==> src/rtl/enc_pkg.sv <==
// rtl/enc_pkg.sv - instruction formats, opcodes and immediate limits shared by the encoder
package enc_pkg;

    typedef enum logic [2:0] {
        FMT_I_LOAD  = 3'd0,
        FMT_I_ALU   = 3'd1,
        FMT_SHIFT   = 3'd2,
        FMT_S       = 3'd3,
        FMT_B       = 3'd4,
        FMT_JALR    = 3'd5,
        FMT_MEMCOPY = 3'd6,
        FMT_ILLEGAL = 3'd7
    } fmt_e;

    localparam logic [6:0] OP_I_LOAD  = 7'b0000011;
    localparam logic [6:0] OP_I_ALU   = 7'b0010011;
    localparam logic [6:0] OP_SHIFT   = 7'b0010011;
    localparam logic [6:0] OP_S       = 7'b0100011;
    localparam logic [6:0] OP_B       = 7'b1100011;
    localparam logic [6:0] OP_JALR    = 7'b1100111;
    localparam logic [6:0] OP_MEMCOPY = 7'b1111111;

    localparam int IMM12_MIN = -2048;
    localparam int IMM12_MAX = 2047;
    localparam int SHAMT_MIN = 0;
    localparam int SHAMT_MAX = 31;
    localparam int IMMB_MIN  = -4096;
    localparam int IMMB_MAX  = 4094;

    function automatic logic [6:0] opcode_of(input fmt_e f);
        case (f)
            FMT_I_LOAD:  return OP_I_LOAD;
            FMT_I_ALU:   return OP_I_ALU;
            FMT_SHIFT:   return OP_SHIFT;
            FMT_S:       return OP_S;
            FMT_B:       return OP_B;
            FMT_JALR:    return OP_JALR;
            FMT_MEMCOPY: return OP_MEMCOPY;
            default:     return 7'b0000000;
        endcase
    endfunction

    function automatic logic in_range(input int v, input int lo, input int hi);
        return (v >= lo) && (v <= hi);
    endfunction

endpackage

==> src/rtl/inst_encoder_if.sv <==
// rtl/inst_encoder_if.sv - field-bundle input and encoded-word output handshakes
interface inst_encoder_if;
    logic        in_valid;
    logic        in_ready;
    logic [2:0]  fmt;
    logic [2:0]  funct3;
    logic [6:0]  funct7;
    logic [4:0]  rd;
    logic [4:0]  rs1;
    logic [4:0]  rs2;
    logic [31:0] imm;
    logic        out_valid;
    logic        out_ready;
    logic [31:0] inst_code;
    logic [31:0] out_addr;
    logic        out_err;
    logic [7:0]  err_count;

    modport slave (
        input  in_valid, fmt, funct3, funct7, rd, rs1, rs2, imm, out_ready,
        output in_ready, out_valid, inst_code, out_addr, out_err, err_count
    );

    modport master (
        output in_valid, fmt, funct3, funct7, rd, rs1, rs2, imm, out_ready,
        input  in_ready, out_valid, inst_code, out_addr, out_err, err_count
    );
endinterface

==> src/rtl/enc_fifo.sv <==
// rtl/enc_fifo.sv - output word buffer; reads as zero while empty
module enc_fifo #(
    parameter int DEPTH = 2,
    parameter int WIDTH = 33
) (
    input  logic             clk,
    input  logic             rst_n,
    input  logic             wr_en,
    input  logic [WIDTH-1:0] wdata,
    output logic             full,
    input  logic             rd_en,
    output logic [WIDTH-1:0] rdata,
    output logic             empty
);
    localparam int AW = $clog2(DEPTH);

    logic [WIDTH-1:0] mem [DEPTH];
    logic [AW:0]      wr_ptr;
    logic [AW:0]      rd_ptr;

    // Extra pointer bit distinguishes full from empty when the indices match.
    assign empty = (wr_ptr == rd_ptr);
    assign full  = (wr_ptr[AW] != rd_ptr[AW]) && (wr_ptr[AW-1:0] == rd_ptr[AW-1:0]);
    assign rdata = empty ? '0 : mem[rd_ptr[AW-1:0]];

    always_ff @(posedge clk or negedge rst_n) begin
        if (!rst_n) begin
            wr_ptr <= '0;
            rd_ptr <= '0;
        end else begin
            if (wr_en && !full)
                wr_ptr <= wr_ptr + 1'b1;
            if (rd_en && !empty)
                rd_ptr <= rd_ptr + 1'b1;
        end
    end

    always_ff @(posedge clk) begin
        if (wr_en && !full)
            mem[wr_ptr[AW-1:0]] <= wdata;
    end
endmodule

==> src/rtl/inst_encoder.sv <==
// rtl/inst_encoder.sv - packs instruction fields into 32-bit words with range flagging and addressing
module inst_encoder
    import enc_pkg::*;
#(
    parameter logic [31:0] BASE_ADDR = 32'h0,
    parameter int          DEPTH     = 2
) (
    input logic           clk,
    input logic           rst_n,
    inst_encoder_if.slave bus
);
    fmt_e        fmt_q;
    int          simm;
    logic        ok;
    logic [12:0] immv;
    logic [6:0]  op;
    logic [31:0] enc_word;
    logic        enc_err;
    logic        wr_en;
    logic        rd_en;
    logic        full;
    logic        empty;
    logic [32:0] rdata;
    logic [31:0] addr_q;
    logic [7:0]  err_q;

    always_comb begin
        fmt_q    = fmt_e'(bus.fmt);
        simm     = $signed(bus.imm);
        op       = opcode_of(fmt_q);
        ok       = 1'b0;
        enc_word = '0;
        case (fmt_q)
            FMT_I_LOAD, FMT_I_ALU, FMT_JALR, FMT_S, FMT_MEMCOPY:
                ok = in_range(simm, IMM12_MIN, IMM12_MAX);
            FMT_SHIFT: ok = in_range(simm, SHAMT_MIN, SHAMT_MAX);
            FMT_B:     ok = in_range(simm, IMMB_MIN, IMMB_MAX) && !bus.imm[0];
            default:   ok = 1'b0;
        endcase
        // Out-of-range words keep their register fields; only the immediate is dropped.
        immv = ok ? bus.imm[12:0] : 13'd0;
        case (fmt_q)
            FMT_I_LOAD, FMT_I_ALU, FMT_JALR:
                enc_word = {immv[11:0], bus.rs1, bus.funct3, bus.rd, op};
            FMT_SHIFT:
                enc_word = {bus.funct7, immv[4:0], bus.rs1, bus.funct3, bus.rd, op};
            FMT_S, FMT_MEMCOPY:
                enc_word = {immv[11:5], bus.rs2, bus.rs1, bus.funct3, immv[4:0], op};
            FMT_B:
                enc_word = {immv[12], immv[10:5], bus.rs2, bus.rs1, bus.funct3,
                            immv[4:1], immv[11], op};
            default:
                enc_word = '0;
        endcase
        enc_err = !ok;
    end

    assign wr_en = bus.in_valid && !full;
    assign rd_en = bus.out_ready && !empty;

    enc_fifo #(
        .DEPTH (DEPTH),
        .WIDTH (33)
    ) u_fifo (
        .clk   (clk),
        .rst_n (rst_n),
        .wr_en (wr_en),
        .wdata ({enc_err, enc_word}),
        .full  (full),
        .rd_en (rd_en),
        .rdata (rdata),
        .empty (empty)
    );

    always_ff @(posedge clk or negedge rst_n) begin
        if (!rst_n) begin
            addr_q <= BASE_ADDR;
            err_q  <= '0;
        end else begin
            if (rd_en)
                addr_q <= addr_q + 32'd4;
            if (wr_en && enc_err && (err_q != 8'hFF))
                err_q <= err_q + 8'd1;
        end
    end

    assign bus.in_ready  = !full;
    assign bus.out_valid = !empty;
    assign bus.inst_code = rdata[31:0];
    assign bus.out_err   = rdata[32];
    assign bus.out_addr  = addr_q;
    assign bus.err_count = err_q;
endmodule

==> src/flat_wrapper.sv <==
// flat-port wrapper written by rule: the top's interface ports become plain ports
module inst_encoder_flat import enc_pkg::*;
#(
    parameter logic [31:0] BASE_ADDR = 32'h0,
    parameter int          DEPTH     = 2
)
  (clk, rst_n, bus_in_valid, bus_fmt, bus_funct3, bus_funct7, bus_rd, bus_rs1, bus_rs2, bus_imm, bus_out_ready, bus_in_ready, bus_out_valid, bus_inst_code, bus_out_addr, bus_out_err, bus_err_count);
  inst_encoder_if bus_i ();
  input logic clk;
  input logic rst_n;
  input wire logic [$bits(bus_i.in_valid)-1:0] bus_in_valid;
  input wire logic [$bits(bus_i.fmt)-1:0] bus_fmt;
  input wire logic [$bits(bus_i.funct3)-1:0] bus_funct3;
  input wire logic [$bits(bus_i.funct7)-1:0] bus_funct7;
  input wire logic [$bits(bus_i.rd)-1:0] bus_rd;
  input wire logic [$bits(bus_i.rs1)-1:0] bus_rs1;
  input wire logic [$bits(bus_i.rs2)-1:0] bus_rs2;
  input wire logic [$bits(bus_i.imm)-1:0] bus_imm;
  input wire logic [$bits(bus_i.out_ready)-1:0] bus_out_ready;
  output wire logic [$bits(bus_i.in_ready)-1:0] bus_in_ready;
  output wire logic [$bits(bus_i.out_valid)-1:0] bus_out_valid;
  output wire logic [$bits(bus_i.inst_code)-1:0] bus_inst_code;
  output wire logic [$bits(bus_i.out_addr)-1:0] bus_out_addr;
  output wire logic [$bits(bus_i.out_err)-1:0] bus_out_err;
  output wire logic [$bits(bus_i.err_count)-1:0] bus_err_count;
  assign bus_i.in_valid = bus_in_valid;
  assign bus_i.fmt = bus_fmt;
  assign bus_i.funct3 = bus_funct3;
  assign bus_i.funct7 = bus_funct7;
  assign bus_i.rd = bus_rd;
  assign bus_i.rs1 = bus_rs1;
  assign bus_i.rs2 = bus_rs2;
  assign bus_i.imm = bus_imm;
  assign bus_i.out_ready = bus_out_ready;
  assign bus_in_ready = bus_i.in_ready;
  assign bus_out_valid = bus_i.out_valid;
  assign bus_inst_code = bus_i.inst_code;
  assign bus_out_addr = bus_i.out_addr;
  assign bus_out_err = bus_i.out_err;
  assign bus_err_count = bus_i.err_count;
  inst_encoder #(.BASE_ADDR(BASE_ADDR), .DEPTH(DEPTH)) u_core (.clk(clk), .rst_n(rst_n), .bus(bus_i));
endmodule
==> config.mk <==
export PLATFORM = sky130hd
export DESIGN_NAME = inst_encoder_flat
export DESIGN_NICKNAME = d
export VERILOG_FILES = /design/src/rtl/enc_pkg.sv /design/src/rtl/inst_encoder_if.sv /design/src/rtl/enc_fifo.sv /design/src/rtl/inst_encoder.sv /design/src/flat_wrapper.sv
export SDC_FILE = /design/constraint.sdc
export NUM_CORES = 1
export LEC_CHECK = 0
export CORE_UTILIZATION = 45
export DETAILED_ROUTE_END_ITERATION = 6
export PLACE_DENSITY = 0.8
export SLEW_MARGIN = 20
export SYNTH_ARGS = -nofsm -noshare
export SYNTH_HDL_FRONTEND = slang
export SYNTH_SLANG_ARGS = --single-unit
==> constraint.sdc <==
create_clock -name clk -period 6.1 [get_ports clk]
set_input_delay 0.61 -clock clk [delete_from_list [all_inputs] [get_ports clk]]
set_output_delay 0.61 -clock clk [all_outputs]
set_load 0.05 [all_outputs]
==> results of run 1 <==
==> flip-flops by register name, summed over array words and instances, names as in the netlist <==
signal	flops
u_core.u_fifo.mem	64
u_core.bus.out_addr	30
u_core.bus.err_count	8
u_core.u_fifo.rd_ptr	2
u_core.u_fifo.wr_ptr	2
==> synth_stat cells (all sizes together), types with 2 or more instances <==
library cell	n
edfxtp	64
nor2	45
dfrtp	42
xnor2	33
mux2i	32
nand2	22
nand4	16
a32o	15
and2	13
nand3	13
xor2	11
buf	10
clkbuf	6
inv	6
nand2b	6
and3	5
and4	5
nor3	5
nor4	5
nor3b	4
o21ai	4
a21oi	3
ha	2
mux2	2
o211ai	2
or4	2
==> how the worst min path moves through the flow <==
| stage | depth (start not counted) | start | end |
|---|---|---|---|
| after floorplan | 0 | rst_n | u_core.bus.err_count[0] |
| after global placement | 1 | u_core.bus.out_addr[31] | u_core.bus.out_addr[31] |
| after detailed placement | 1 | u_core.bus.out_addr[31] | u_core.bus.out_addr[31] |
| after CTS | 1 | rst_n | u_core.bus.out_addr[20] |
| after global routing | 1 | rst_n | u_core.bus.out_addr[22] |
| final | 1 | rst_n | u_core.bus.out_addr[22] |
==> power breakdown <==
part | internal [mW] | leakage, nW | total [mW] | switching, mW
clock | 0.186 | 0.107 | 0.418 | 0.232
sequential | 0.977 | 1.16 | 1.13 | 0.150
combinational | 0.662 | 1.25 | 2.01 | 1.34
total | 1.83 | 2.51 | 3.55 | 1.73
==> kinds of logic after synthesis <==
kind of cell / Yosys count / synth area share
AND/OR/NAND/NOR: 143 / 0.1537
XOR/XNOR: 44 / 0.07951
flip-flops: 106 / 0.6017
multiplexers: 34 / 0.06938
buffers and inverters: 22 / 0.02279
other: 1 / 0.0007590
AO/OA/AOI/OAI: 36 / 0.06711
adder cells (fa/ha/maj): 2 / 0.005064
==> area by class of cell <==
cell class              instances  area share
flip-flops and latches        106      0.4508
clock buffers                  11     0.02465
clock inverters                 5    0.005120
inverters                       6    0.003414
repair buffers                137      0.2067
well taps                     136     0.02579
multi-input cells             261      0.2835
==> per-stage QoR <==
stage / worst slack, ps / cell area (sq um) / std cells
floorplan: 3441 / 4945 / 389
global placement: 2787 / 6401 / 646
detailed placement: 2751 / 6401 / 646
CTS: 2360 / 6598 / 662
global route: 2226 / 6598 / 662
finish: 2413 / 6598 / 662
==> layer usage <==
metal  vias to the layer above  routed length [microns]  part of all wire  track usage
met2                       128                     5513              0.51       0.3456
met4                         0                      162             0.015      0.06947
met1                      1732                     4563              0.43       0.2395
met5                         -                        0                 0            0
li1                       1690                        -                 -            -
met3                        14                      474             0.044      0.02614
==> flow_summary.ini, run 1 <==
[timing]
fin_tns_setup_ps = 0
setup_viol = 0
fin_skew_ps = 17.51
whs_ps = 383.5
relSlewSlack = 0.3097
rsz0062_at_grt = no
final_max_slew_viol_count = 0
fmax_ghz = 0.2712
hold_violations = 0
min_period_ps = 3687
fin_crit_sh = 0.6044
tightest_slew_ps = 1036

[pwr]
ir_drop_uv = 354.9
finalPower_mw = 3.551
leakage_nw = 2.513
power_density_nw_per_um2 = 538.3

[setup_path]
worstSetupStartpoint = u_core.u_fifo.rd_ptr[0]
regToRegSetupSlack_ps = 3410
critPathMaxFanout = 36
r2r_start = u_core.u_fifo.rd_ptr[0]
path_delay_family = buffers and inverters
ff2ff_path_depth = 5
path_cells = xor2_1, nor2_2, buf_4, nor2_1, clkdlybuf4s50_1
crit_path_end = bus_inst_code[28]
rr_endpoint = u_core.bus.out_addr[3]
timing.critical_path.buf_inv = 2
setup.worst_path.end_class = output port
crit_path_start_kind = register
path_class = register to output port
crit_path_max_incr_delay_ps = 1050
worst-path-stages = 5
required_ps = 5490
critPathSlowestCell = dfrtp_2
arrival_ps = 3080

[placed_design]
dp_hpwl_mm = 7.690
numPortBuffers = 136
gp_congestion = 0.7946

[flow_run]
cap_violations = 0

[synth]
synthArstFlopShare = 0.3962
netlist-cell-type-count = 51
dominantRegCellSynth = edfxtp_1
yosysSeqAreaShare = 0.6017
synth_edf_count = 64
yosys.area.top_type = edfxtp_1
synthTopCellsByArea = edfxtp_1 39%, dfrtp_1 21%, mux2i_1 6.5%
syn_area_sq_um = 4941
netlist_instances = 388
yosys_warnings = 0
synth_top_area_frac = 0.3890
synth_area_per_cell_sq_um = 12.73
ys_ff_latch = 106

[run_status]
status = complete, no violations

[clocking]
cts.sinks = 106
post_cts_buffers = 0
clock_latency_ps = 350
htree_levels = 3
cts_resized = 0
cts-root-buf = clkbuf_8
clock_path_buffers = 2
cts_tree = yes
hold_buffers = 0
clk_pin_slew_worst_paths_ps = 110
cts_made_buffers = 9

[global_routing]
grt_usage = 0.1937
grt_start_max_net_pins = 43
grt_pass1_vias = 3613
antenna_found_initial = 0
grt_pass1_wl_mm = 17.19
grt_overflow_total = 0

[drt]
antenna_left = 0
drt_first_pass_iters = 6
wl_per_cell_microns = 16.18
vias = 3564
drc = 0
wirelength_mm = 10.71
initialDrtViolationCount = 138
vias_per_cell = 5.384

[cells_and_area]
nets = 587
final_util = 0.6306
drive_gt1_frac = 0.06464
final_common_cell = clkdlybuf4s50_1
final_cell_mix = 135 x clkdlybuf4s50_1, 64 x edfxtp_1, 43 x nor2_1
n_fill_cell = 835
antenna_cells = 0
register_area_sq_um = 2974
areaGrowthSynthToFinish_pct = 33.53
multi_input_area_sq_um = 1871

[min_path]
hold_class = input pin to asynchronous set/reset pin

[floorplan]
dieArea_sq_um = 11400
fp.dieW_microns = 106.8
die_y_microns = 106.8
initial_utilization = 0.4723
placementRows = 37
io_pins = 139
core_area_sq_um = 10460
Note: power is estimated with default switching activity, not from simulation.
==> inputs of run 2 (changes only) <==
clock period = 3.8 ns   (was 6.1 ns; I/O delays follow)
==> flow_summary.ini, run 2 (synthesized netlist as in run 1, its figures left out) <==
[floorplan]
io_pins = 139
die_y_microns = 106.8
core_area_sq_um = 10460
fp.dieW_microns = 106.8
initial_utilization = 0.4723
placementRows = 37
dieArea_sq_um = 11400

[drt]
wl_per_cell_microns = 16.06
vias_per_cell = 5.395
vias = 3588
drt_first_pass_iters = 5
wirelength_mm = 10.68
antenna_left = 0
initialDrtViolationCount = 174
drc = 0

[setup_path]
critPathMaxFanout = 13
setup.worst_path.end_class = output port
required_ps = 3420
worstSetupStartpoint = u_core.u_fifo.rd_ptr[1]
regToRegSetupSlack_ps = 1360
r2r_start = u_core.u_fifo.rd_ptr[0]
path_class = register to output port
crit_path_start_kind = register
arrival_ps = 2580

[timing]
fin_tns_setup_ps = 0
whs_ps = 140.6
fmax_ghz = 0.3380
hold_violations = 0
setup_viol = 0
min_period_ps = 2959
fin_ws_ps = 841.4
relSlewSlack = 0.3613
rsz0062_at_grt = no
final_max_slew_viol_count = 0
tightest_slew_ps = 955.7
fin_crit_sh = 0.7786
fin_skew_ps = 17.86

[cells_and_area]
n_fill_cell = 823
drive_gt1_frac = 0.06994
final_area_sq_um = 6600
final_cell_mix = 135 x clkdlybuf4s50_1, 64 x edfxtp_1, 43 x nor2_1
antenna_cells = 0
areaGrowthSynthToFinish_pct = 33.58
final_common_cell = clkdlybuf4s50_1
largest_register_ff_count = 64
final_util = 0.6308
nets = 590
final_cells = 665

[pwr]
leakage_nw = 2.517
ir_drop_uv = 750.6
finalPower_mw = 5.694
power_density_nw_per_um2 = 862.8

[min_path]
hold_class = input pin to asynchronous set/reset pin

[clocking]
post_cts_buffers = 0
clock_latency_ps = 370
cts_made_buffers = 9
clock_path_buffers = 2
htree_levels = 3
cts.sinks = 106
hold_buffers = 0
clk_pin_slew_worst_paths_ps = 110
cts-root-buf = clkbuf_8
cts_resized = 0
cts_tree = yes

[placed_design]
numPlacedInstances = 649
dp_hpwl_mm = 7.761
gp_congestion = 0.8479
numPortBuffers = 136
place_area_sq_um = 6424
place_ws_ps = 887.4

[global_routing]
grt_pass1_wl_mm = 17.44
grt_start_max_net_pins = 43
grt_pass1_vias = 3649
grt_overflow_total = 0
antenna_found_initial = 0
grt_usage = 0.1969

[flow_run]
cap_violations = 0

[run_status]
status = complete, no violations
[run 2: cell count changes in the layout (fill, tap and decap cells not counted), sizes merged]
| cell | previous run | this run |
|---|---|---|
| clkbuf | 11 | 9 |
| clkinv | 1 | 3 |
| buf | 2 | 5 |
[run 2: critical path: stages (launching register included)]
cell	delay (ps)
dfrtp_1	420
xor2_1	360
nor2_2	190
buf_4	230
nor2_1	170
clkdlybuf4s50_1	830
[run 2: metal layers]
metal	share of wire	global-route usage	vias to the layer above
met1	0.43	0.2473	1740
met5	0	0	-
met4	0.022	0.07828	0
li1	-	-	1696
met2	0.50	0.3396	133
met3	0.044	0.03161	19
[run 2: path summary, 6_finish.rpt]
| check | to | cells after the start |
|---|---|---|
| setup / recovery | bus_inst_code[2] | 5 |
| max in group asynchronous | u_core.u_fifo.rd_ptr[0] | 1 |
| hold / removal | u_core.bus.out_addr[23] | 1 |
| setup reg to reg | u_core.bus.err_count[1] | 6 |
| hold reg to reg | u_core.bus.out_addr[31] | 1 |
| min in group clk | u_core.bus.out_addr[31] | 1 |
[run 2: layout make-up]
type | count | area, sq um | area share
well taps | 136 | 170.2 | 0.02578
clock inverters | 7 | 52.55 | 0.007962
inverters | 6 | 22.52 | 0.003412
flip-flops and latches | 106 | 2974 | 0.4506
multi-input cells | 261 | 1871 | 0.2834
repair buffers | 140 | 1386 | 0.2100
clock buffers | 9 | 123.9 | 0.01877
[run 2: power by group]
group	internal, mW	switching (mW)	total, mW	leakage, nW
Clock	0.245	0.387	0.632	0.0958
Combinational	1.08	2.26	3.34	1.26
Sequential	1.57	0.150	1.72	1.16
Total	2.89	2.80	5.69	2.52
